File: config.mk
export PLATFORM = sky130hd
export DESIGN_NAME = gate_sweep_ctrl_flat
export DESIGN_NICKNAME = d
export VERILOG_FILES = /design/src/rtl/gate_sweep_pkg.sv /design/src/rtl/gate_sweep_if.sv /design/src/rtl/gate_sweep_timer.sv /design/src/rtl/gate_sweep_ctrl.sv /design/src/flat_wrapper.sv
export SDC_FILE = /design/constraint.sdc
export NUM_CORES = 1
export LEC_CHECK = 0
export BUFFER_PORTS_ARGS = -buffer_cell sky130_fd_sc_hd__buf_2
export CORE_UTILIZATION = 45
export CTS_BUF_LIST = sky130_fd_sc_hd__clkbuf_4
export CTS_CLUSTER_DIAMETER = 120
export CTS_CLUSTER_SIZE = 40
export DETAILED_ROUTE_END_ITERATION = 6
export PLACE_DENSITY = 0.73
export SYNTH_ARGS = -nofsm -noshare
export SYNTH_HDL_FRONTEND = slang
export SYNTH_SLANG_ARGS = --single-unit
File: constraint.sdc
create_clock -name clk -period 1.89 [get_ports clk]
set_input_delay 0.378 -clock clk [delete_from_list [all_inputs] [get_ports clk]]
set_output_delay 0.378 -clock clk [all_outputs]
set_load 0.01 [all_outputs]
File: src/rtl/gate_sweep_pkg.sv
// gate_sweep_pkg
// Shared definitions for the gate truth-table sweep controller.
//   state_e         : sweep FSM states
//   NAND3_TT ..     : reference truth tables for 3-input gates, bit i = output at input vector i
//   vec_count()     : number of input vectors for a given input count
package gate_sweep_pkg;

    typedef enum logic [1:0] {
        IDLE   = 2'd0,
        HOLD   = 2'd1,
        SAMPLE = 2'd2,
        DONE   = 2'd3
    } state_e;

    localparam logic [7:0] NAND3_TT = 8'b0111_1111;
    localparam logic [7:0] AND3_TT  = 8'b1000_0000;
    localparam logic [7:0] OR3_TT   = 8'b1111_1110;
    localparam logic [7:0] NOR3_TT  = 8'b0000_0001;

    function automatic int vec_count(input int n_in);
        return 1 << n_in;
    endfunction

endpackage

File: src/rtl/gate_sweep_if.sv
// gate_sweep_if
// Bundles the sweep controller's control, stimulus and result signals.
//   start, abort   : sweep control requests
//   stim, dut_y    : vector driven onto the gate under test and its output
//   busy, done     : sweep in progress / one-cycle completion pulse
//   pass, fail_cnt, first_fail, observed : results of the current/last sweep
//   dbg_state      : controller FSM state, for observation only
// Modports: slave = the controller, master = whoever commands it and models the gate.
//
// Handshake: start is a level request sampled on every rising edge; it is
// accepted only when busy is low (IDLE or the DONE cycle) and abort is low.
// While busy is high start is ignored. abort is sampled on every edge and
// cancels a sweep in progress; it takes priority over a simultaneous start.
interface gate_sweep_if #(
    parameter int N_IN = 3
);
    import gate_sweep_pkg::*;

    localparam int V = 1 << N_IN;

    logic            start;
    logic            abort;
    logic [N_IN-1:0] stim;
    logic            dut_y;
    logic            busy;
    logic            done;
    logic            pass;
    logic [N_IN:0]   fail_cnt;
    logic [N_IN-1:0] first_fail;
    logic [V-1:0]    observed;
    state_e          dbg_state;

    modport slave (
        input  start, abort, dut_y,
        output stim, busy, done, pass, fail_cnt, first_fail, observed, dbg_state
    );

    modport master (
        output start, abort, dut_y,
        input  stim, busy, done, pass, fail_cnt, first_fail, observed, dbg_state
    );

endinterface

File: src/rtl/gate_sweep_timer.sv
// gate_sweep_timer
// Hold counter that measures how long a vector has been applied.
//   clk, rst : clock, asynchronous active-high reset
//   clr_i    : restart the count at zero (takes priority over en_i)
//   en_i     : count one cycle
//   tc_o     : high while the count equals SETTLE-1 (last hold cycle)
module gate_sweep_timer #(
    parameter int SETTLE = 2
) (
    input  logic clk,
    input  logic rst,
    input  logic clr_i,
    input  logic en_i,
    output logic tc_o
);

    // One spare code so the increment on the terminal cycle cannot alias to zero.
    localparam int CW = $clog2(SETTLE + 1);
    localparam logic [CW-1:0] TC_VAL  = CW'(SETTLE - 1);
    localparam logic [CW-1:0] CNT_ONE = CW'(1);

    logic [CW-1:0] cnt_q;
    logic [CW-1:0] cnt_d;

    always_comb begin
        cnt_d = cnt_q;
        if (clr_i) begin
            cnt_d = '0;
        end else if (en_i) begin
            cnt_d = cnt_q + CNT_ONE;
        end
    end

    always_ff @(posedge clk or posedge rst) begin
        if (rst) begin
            cnt_q <= '0;
        end else begin
            cnt_q <= cnt_d;
        end
    end

    assign tc_o = (cnt_q == TC_VAL);

endmodule

File: src/rtl/gate_sweep_ctrl.sv
// gate_sweep_ctrl
// Exhaustive truth-table sequencer for a small combinational gate. Drives every
// input vector in ascending order, holds each for SETTLE cycles, samples the gate
// output in a following SAMPLE cycle and compares it against EXPECT.
//   clk, rst : clock, asynchronous active-high reset
//   bus      : gate_sweep_if.slave (start/abort in, stim out, dut_y in, results out)
// Parameters: N_IN inputs (V = 2**N_IN vectors), SETTLE hold cycles, EXPECT table.
// Optional feature macro GATE_SWEEP_STOP_ON_FAIL_EN: end the sweep at the first
// mismatching vector instead of sweeping all V vectors.
module gate_sweep_ctrl
    import gate_sweep_pkg::*;
#(
    parameter int                    N_IN   = 3,
    parameter int                    SETTLE = 2,
    parameter logic [(1<<N_IN)-1:0]  EXPECT = NAND3_TT
) (
    input  logic         clk,
    input  logic         rst,
    gate_sweep_if.slave  bus
);

    localparam int V = 1 << N_IN;
    localparam logic [N_IN-1:0] VEC_ONE  = N_IN'(1);
    localparam logic [N_IN:0]   FAIL_ONE = (N_IN + 1)'(1);

    state_e          state_q, state_d;
    logic [N_IN-1:0] vec_q, vec_d;
    logic [N_IN:0]   fail_q, fail_d;
    logic [N_IN-1:0] ff_q, ff_d;
    logic [V-1:0]    obs_q, obs_d;
    logic            pass_q, pass_d;

    logic tmr_clr;
    logic tmr_en;
    logic tmr_tc;
    logic mismatch;
    logic last_vec;
    logic sweep_end;
    logic busy;

    gate_sweep_timer #(
        .SETTLE (SETTLE)
    ) u_timer (
        .clk   (clk),
        .rst   (rst),
        .clr_i (tmr_clr),
        .en_i  (tmr_en),
        .tc_o  (tmr_tc)
    );

    assign mismatch = bus.dut_y ^ EXPECT[vec_q];
    assign last_vec = &vec_q;

`ifdef GATE_SWEEP_STOP_ON_FAIL_EN
    assign sweep_end = last_vec | mismatch;
`else
    assign sweep_end = last_vec;
`endif

    always_comb begin
        state_d = state_q;
        vec_d   = vec_q;
        fail_d  = fail_q;
        ff_d    = ff_q;
        obs_d   = obs_q;
        pass_d  = pass_q;
        tmr_clr = 1'b0;
        tmr_en  = 1'b0;

        case (state_q)
            // DONE behaves like IDLE for start so back-to-back sweeps lose no cycle.
            IDLE, DONE: begin
                state_d = IDLE;
                if (bus.start && !bus.abort) begin
                    state_d = HOLD;
                    vec_d   = '0;
                    fail_d  = '0;
                    ff_d    = '0;
                    obs_d   = '0;
                    pass_d  = 1'b0;
                    tmr_clr = 1'b1;
                end
            end

            HOLD: begin
                tmr_en = 1'b1;
                if (bus.abort) begin
                    state_d = IDLE;
                end else if (tmr_tc) begin
                    state_d = SAMPLE;
                end
            end

            SAMPLE: begin
                if (bus.abort) begin
                    state_d = IDLE;
                end else begin
                    obs_d[vec_q] = bus.dut_y;
                    if (mismatch) begin
                        fail_d = fail_q + FAIL_ONE;
                        if (fail_q == '0) begin
                            ff_d = vec_q;
                        end
                    end
                    if (sweep_end) begin
                        state_d = DONE;
                        // Uses this cycle's updated count so the final vector counts.
                        pass_d  = (fail_d == '0);
                    end else begin
                        state_d = HOLD;
                        vec_d   = vec_q + VEC_ONE;
                        tmr_clr = 1'b1;
                    end
                end
            end

            default: state_d = IDLE;
        endcase
    end

    always_ff @(posedge clk or posedge rst) begin
        if (rst) begin
            state_q <= IDLE;
            vec_q   <= '0;
            fail_q  <= '0;
            ff_q    <= '0;
            obs_q   <= '0;
            pass_q  <= 1'b0;
        end else begin
            state_q <= state_d;
            vec_q   <= vec_d;
            fail_q  <= fail_d;
            ff_q    <= ff_d;
            obs_q   <= obs_d;
            pass_q  <= pass_d;
        end
    end

    // Outputs decode directly from registers so an asynchronous reset clears them at once.
    assign busy           = (state_q == HOLD) || (state_q == SAMPLE);
    assign bus.busy       = busy;
    assign bus.stim       = busy ? vec_q : '0;
    assign bus.done       = (state_q == DONE);
    assign bus.pass       = pass_q;
    assign bus.fail_cnt   = fail_q;
    assign bus.first_fail = ff_q;
    assign bus.observed   = obs_q;
    assign bus.dbg_state  = state_q;

endmodule

File: src/flat_wrapper.sv
// flat-port wrapper written by rule: the top's interface ports become plain ports
module gate_sweep_ctrl_flat import gate_sweep_pkg::*;
#(
    parameter int                    N_IN   = 3,
    parameter int                    SETTLE = 2,
    parameter logic [(1<<N_IN)-1:0]  EXPECT = NAND3_TT
)
  (clk, rst, bus_start, bus_abort, bus_dut_y, bus_stim, bus_busy, bus_done, bus_pass, bus_fail_cnt, bus_first_fail, bus_observed, bus_dbg_state);
  gate_sweep_if #(.N_IN(N_IN)) bus_i ();
  input  logic clk;
  input  logic rst;
  input wire logic [$bits(bus_i.start)-1:0] bus_start;
  input wire logic [$bits(bus_i.abort)-1:0] bus_abort;
  input wire logic [$bits(bus_i.dut_y)-1:0] bus_dut_y;
  output wire logic [$bits(bus_i.stim)-1:0] bus_stim;
  output wire logic [$bits(bus_i.busy)-1:0] bus_busy;
  output wire logic [$bits(bus_i.done)-1:0] bus_done;
  output wire logic [$bits(bus_i.pass)-1:0] bus_pass;
  output wire logic [$bits(bus_i.fail_cnt)-1:0] bus_fail_cnt;
  output wire logic [$bits(bus_i.first_fail)-1:0] bus_first_fail;
  output wire logic [$bits(bus_i.observed)-1:0] bus_observed;
  output wire logic [$bits(bus_i.dbg_state)-1:0] bus_dbg_state;
  assign bus_i.start = bus_start;
  assign bus_i.abort = bus_abort;
  assign bus_i.dut_y = bus_dut_y;
  assign bus_stim = bus_i.stim;
  assign bus_busy = bus_i.busy;
  assign bus_done = bus_i.done;
  assign bus_pass = bus_i.pass;
  assign bus_fail_cnt = bus_i.fail_cnt;
  assign bus_first_fail = bus_i.first_fail;
  assign bus_observed = bus_i.observed;
  assign bus_dbg_state = bus_i.dbg_state;
  gate_sweep_ctrl #(.N_IN(N_IN), .SETTLE(SETTLE), .EXPECT(EXPECT)) u_core (.clk(clk), .rst(rst), .bus(bus_i));
endmodule
==> out/results.env <==
FIRST_ITER_VIOLATIONS=64
FMAXACHIEVABLE_GHz=0.537
SYNTHESIS.INSTANCES=153
NUMBER_OF_ANTENNA_VIOLATIONS_AT_THE_FIRST_CHECK_IN_GLOBAL_ROUTING=0
FINAL.SETUP.WORST_SLACK_NS=0.0269
TIMING.FINAL.MAX_SLEW_VIOLATIONS=0
MIN_PERIOD_OVER_PERIOD_PCT=98.6
CRIT_PATH_END_KIND='primary output'
NETLIST-CELL-TYPE-COUNT=49
LARGEST_NET_DEGREE_AT_THE_START_OF_GLOBAL_ROUTING=24
DRIVE_GT1_SHARE_PCT=39.4
CTS.HOLD.BUFFERS_ADDED=0
CLKLATENCYLATEPIN_NS=0.31
FLOORPLAN.INITIALDENSITY_PCT=48.8
CP_DATA_ARRIVAL_TIME_NS=1.49
YS_ASYNC_SR_FRACTION_PCT=100
DETAIL-ROUTE-ANTENNA-NETS=0
CLOCK_TREE.ROOT_CELL='sky130_fd_sc_hd__clkbuf_4'
CTS_TREE='done'
FINAL.FILL_COUNT=281
WORST-SLEW-PIN-TRANSITION_NS=0.460
SYNTH_SEQ_CELLS=23
AVGSYNTHCELLAREA_UM2=9.98
STATUS='completed'
SLEW_HEADROOM_PCT=69.2
POST-ROUTE-UTIL_PCT=59.1
SETUP_VIOL=0
IO-PIN-COUNT=28
FINISH.NET_COUNT=208
SYNTH.CELL_AREA_UM2=1530
TOTAL_LEAKAGE_POWER_nW=0.931
RRSETUPSLACK_NS=0.04
LAYOUT_COMMON_CELLS='sky130_fd_sc_hd__buf_2 (25), sky130_fd_sc_hd__dfrtp_1 (23), sky130_fd_sc_hd__buf_4 (17)'
CRITICAL_PATH_CLASS='flop to primary output'
DIE-HEIGHT_UM=60.2
PLACEMENT.IO_BUFFERS=27
TIMING.CRITICAL_PATH.SLOWEST_CELL_DELAY_NS=0.43
TIMING.FINAL.HOLD_VIOLATIONS=0
GLOBAL_ROUTE.OVERFLOW_TOTAL=0
SWITCHING_POWER_mW=0.397
VDD.IR_DROP.WORST_mV=0.407
PWR-SHARE-SEQ_PCT=43.8
WORST_SETUP_PATH_START_KIND='flop'
CLOCK_TREE.HTREE_LEVEL_COUNT=1
CLKSINKCOUNT=23
DRV_CAP=0
FINAL.MIN_CLOCK_PERIOD_NS=1.86
TIMING.CRITICAL_PATH.CELLS='ha_4, buf_6, and2b_2, buf_6'
REGTOREGSTARTPOINT='u_core.bus.dbg_state[0]$_DFFE_PP0P_'
MOST_COMMON_LIBRARY_CELL_IN_THE_LAYOUT_IGNORING_FILL_AND_TAPS='sky130_fd_sc_hd__buf_2'
CLK_PATH_BUF_DEPTH=2
ROUTED_WIRELENGTH_UM=3440
WORST_SETUP_PATH_ENDPOINT='bus_stim[2]'
CRITICAL-PATH-TOP-CELL-BY-COUNT='sky130_fd_sc_hd__buf_6'
P_CLK_SHARE_PCT=20.2
CORE-AREA_UM2=3130
YOSYS_MOST_USED_DFF='sky130_fd_sc_hd__dfrtp_1'
FP-ROW-COUNT=20
GRT_PASS1_WL_UM=5640
CRIT_PATH_MAX_FANOUT=5
SYN-NUM-NETS=167
GRTUSAGETOTAL_PCT=21.0
FINAL.SETUP_SKEW_NS=0.0120
GRT_PASS1_VIAS=1275
POWER_REPORT.INTERNAL_TOTAL_mW=0.826
PATH_CLK_SLEW_NS=0.14
WORST-R2R-CELL-COUNT=6
VIAS=1321
CP_DATA_REQUIRED_TIME_NS=1.51
TRITONCTS.NUM_BUFFERS=3
FINALWEIGHTEDCONGESTION=0.867
SW_FRAC_OF_TOTAL_PCT=32.5
VIA_PER_INST=5.57
MIN-DELAY-PATH-CLASS='primary input to async pin'
YS_SEQ_AREA_SHARE_PCT=37.7
DRT_DRC_VIOLATIONS_LEFT=0
WL_PER_CELL_UM=14.5
RR_ENDPOINT='u_core.bus.observed[5]$_DFFE_PP0P_'
RSZ0062_AT_GRT='true'
SYNTH-EDFF-COUNT=0
DIE_W_UM=60.2
P_COMB_SHARE_PCT=36.0
PWR_DENSITY_CELL_nW_PER_UM2=661
PRE_CTS_SETUP_SLACK_NS=-0.165
FIRST_PASS_ITERS=4
YOSYS_WARNINGS=0
AREA_GROWTH_PCT=21.1
ANTENNADIODECOUNT=0
DIE_AREA_UM2=3630
WORST_SETUP_PATH_STARTPOINT='u_core.bus.dbg_state[1]$_DFFE_PP0P_'
PLACE.DETAILED.HPWL_UM=2440
CPMAXSTAGEDELAYCELL='sky130_fd_sc_hd__dfrtp_1'
[flip-flops by register name, indices dropped and copies added (netlist names)]
signal                 flops
u_core.bus.dbg_state       2
u_core.bus.fail_cnt        4
u_core.bus.first_fail      3
u_core.bus.observed        8
u_core.bus.pass            1
u_core.u_timer.cnt_q       2
u_core.vec_q               3
[power groups by stage]
stage	Clock, mW	Combinational (mW)	Sequential (mW)
detailed placement	0	0.391	0.545
global placement	0	0.374	0.542
global route	0.285	0.490	0.540
finish	0.247	0.440	0.536
floorplan	0	0.289	0.548
CTS	0.260	0.416	0.536
[per-stage QoR]
step	std cells	setup TNS (ns)	hold WS, ns	power (mW)	instance area [um^2]
finish	237	0	0.0770	1.22	1850
global route	237	-0.0783	0.0809	1.31	1850
CTS	236	0	0.0812	1.21	1810
detailed placement	231	-0.899	0.442	0.936	1750
global placement	231	-0.214	0.431	0.916	1750
floorplan	153	-1.16	0.380	0.837	1530
[Yosys cell counts, drive strengths merged (2+ instances only)]
cell / n / area (um^2)
dfrtp: 23 / 576
inv: 13 / 48.8
nor2: 10 / 37.5
ha: 9 / 113
nand2: 9 / 33.8
a221o: 8 / 90.1
and3: 7 / 43.8
clkbuf: 6 / 63.8
a21oi: 5 / 25.0
nand3: 5 / 25.0
o21ai: 5 / 25.0
buf: 4 / 31.3
or3: 4 / 26.3
a32o: 3 / 30.0
nand2b: 3 / 18.8
and2b: 2 / 17.5
and3b: 2 / 17.5
nor2b: 2 / 20.0
nor3b: 2 / 15.0
nor4b: 2 / 17.5
o211ai: 2 / 15.0
o21a: 2 / 15.0
o2bb2ai: 2 / 17.5
o31ai: 2 / 15.0
o41ai: 2 / 17.5
or4: 2 / 18.8
xor2: 2 / 17.5
[area by class of cell]
class | count | area (um^2) | share of cell area [%]
multi-input cells | 108 | 853 | 46.1
repair buffers | 45 | 287 | 15.5
clock buffers | 4 | 30.0 | 1.62
well taps | 44 | 55.1 | 2.98
flip-flops and latches | 23 | 576 | 31.1
inverters | 13 | 48.8 | 2.64
[per-layer routing]
metal / share of wire [%] / vias to the layer above / routed length (um) / GRT usage (%)
li1: - / 643 / - / -
met1: 44 / 638 / 1530 / 27.0
met2: 51 / 38 / 1750 / 35.0
met3: 4.1 / 2 / 142 / 3.25
met4: 0.49 / 0 / 17 / 7.97
met5: 0 / - / 0 / 0
[critical path, delay by kind of cell, from the launching register on]
kind	cells	cell delay, ns
and+or+nand+nor	1	0.22
buffers and inverters	2	0.23
DFF	1	0.43
adders and majority gates	1	0.30
[repair_timing]
item                                    4_1_cts  5_1_grt
pin swaps                                     1        1
endpoints found under the setup margin        9       18
buffers inserted                              1        0
cloned                                        0        1
gates resized for setup                       4        9
[worst min path at each step]
stage                                           end  slack (ns)  depth (start not counted)
3_5_place_dp   u_core.bus.first_fail[1]$_DFFE_PP0P_        0.44                          3
6_report       u_core.bus.first_fail[2]$_DFFE_PP0P_        0.08                          3
3_3_place_gp   u_core.bus.first_fail[1]$_DFFE_PP0P_        0.43                          3
2_1_floorplan   u_core.bus.dbg_state[0]$_DFFE_PP0P_        0.38                          1
5_1_grt        u_core.bus.first_fail[2]$_DFFE_PP0P_        0.08                          3
4_1_cts        u_core.bus.first_fail[1]$_DFFE_PP0P_        0.08                          3
[cell families (layout without fill, tap and decap cells)]
kind of cell / count (synthesis) / after routing / share of synthesized area (%)
simple gates: 56 / 57 / 21.8
compound gates: 37 / 37 / 20.1
flops: 23 / 23 / 37.7
buf+inv: 23 / 62 / 9.43
fa+ha+maj: 9 / 9 / 7.38
xor+xnor: 3 / 3 / 2.21
mux: 2 / 2 / 1.39
No activity file was read; power rests on OpenSTA's default activity.
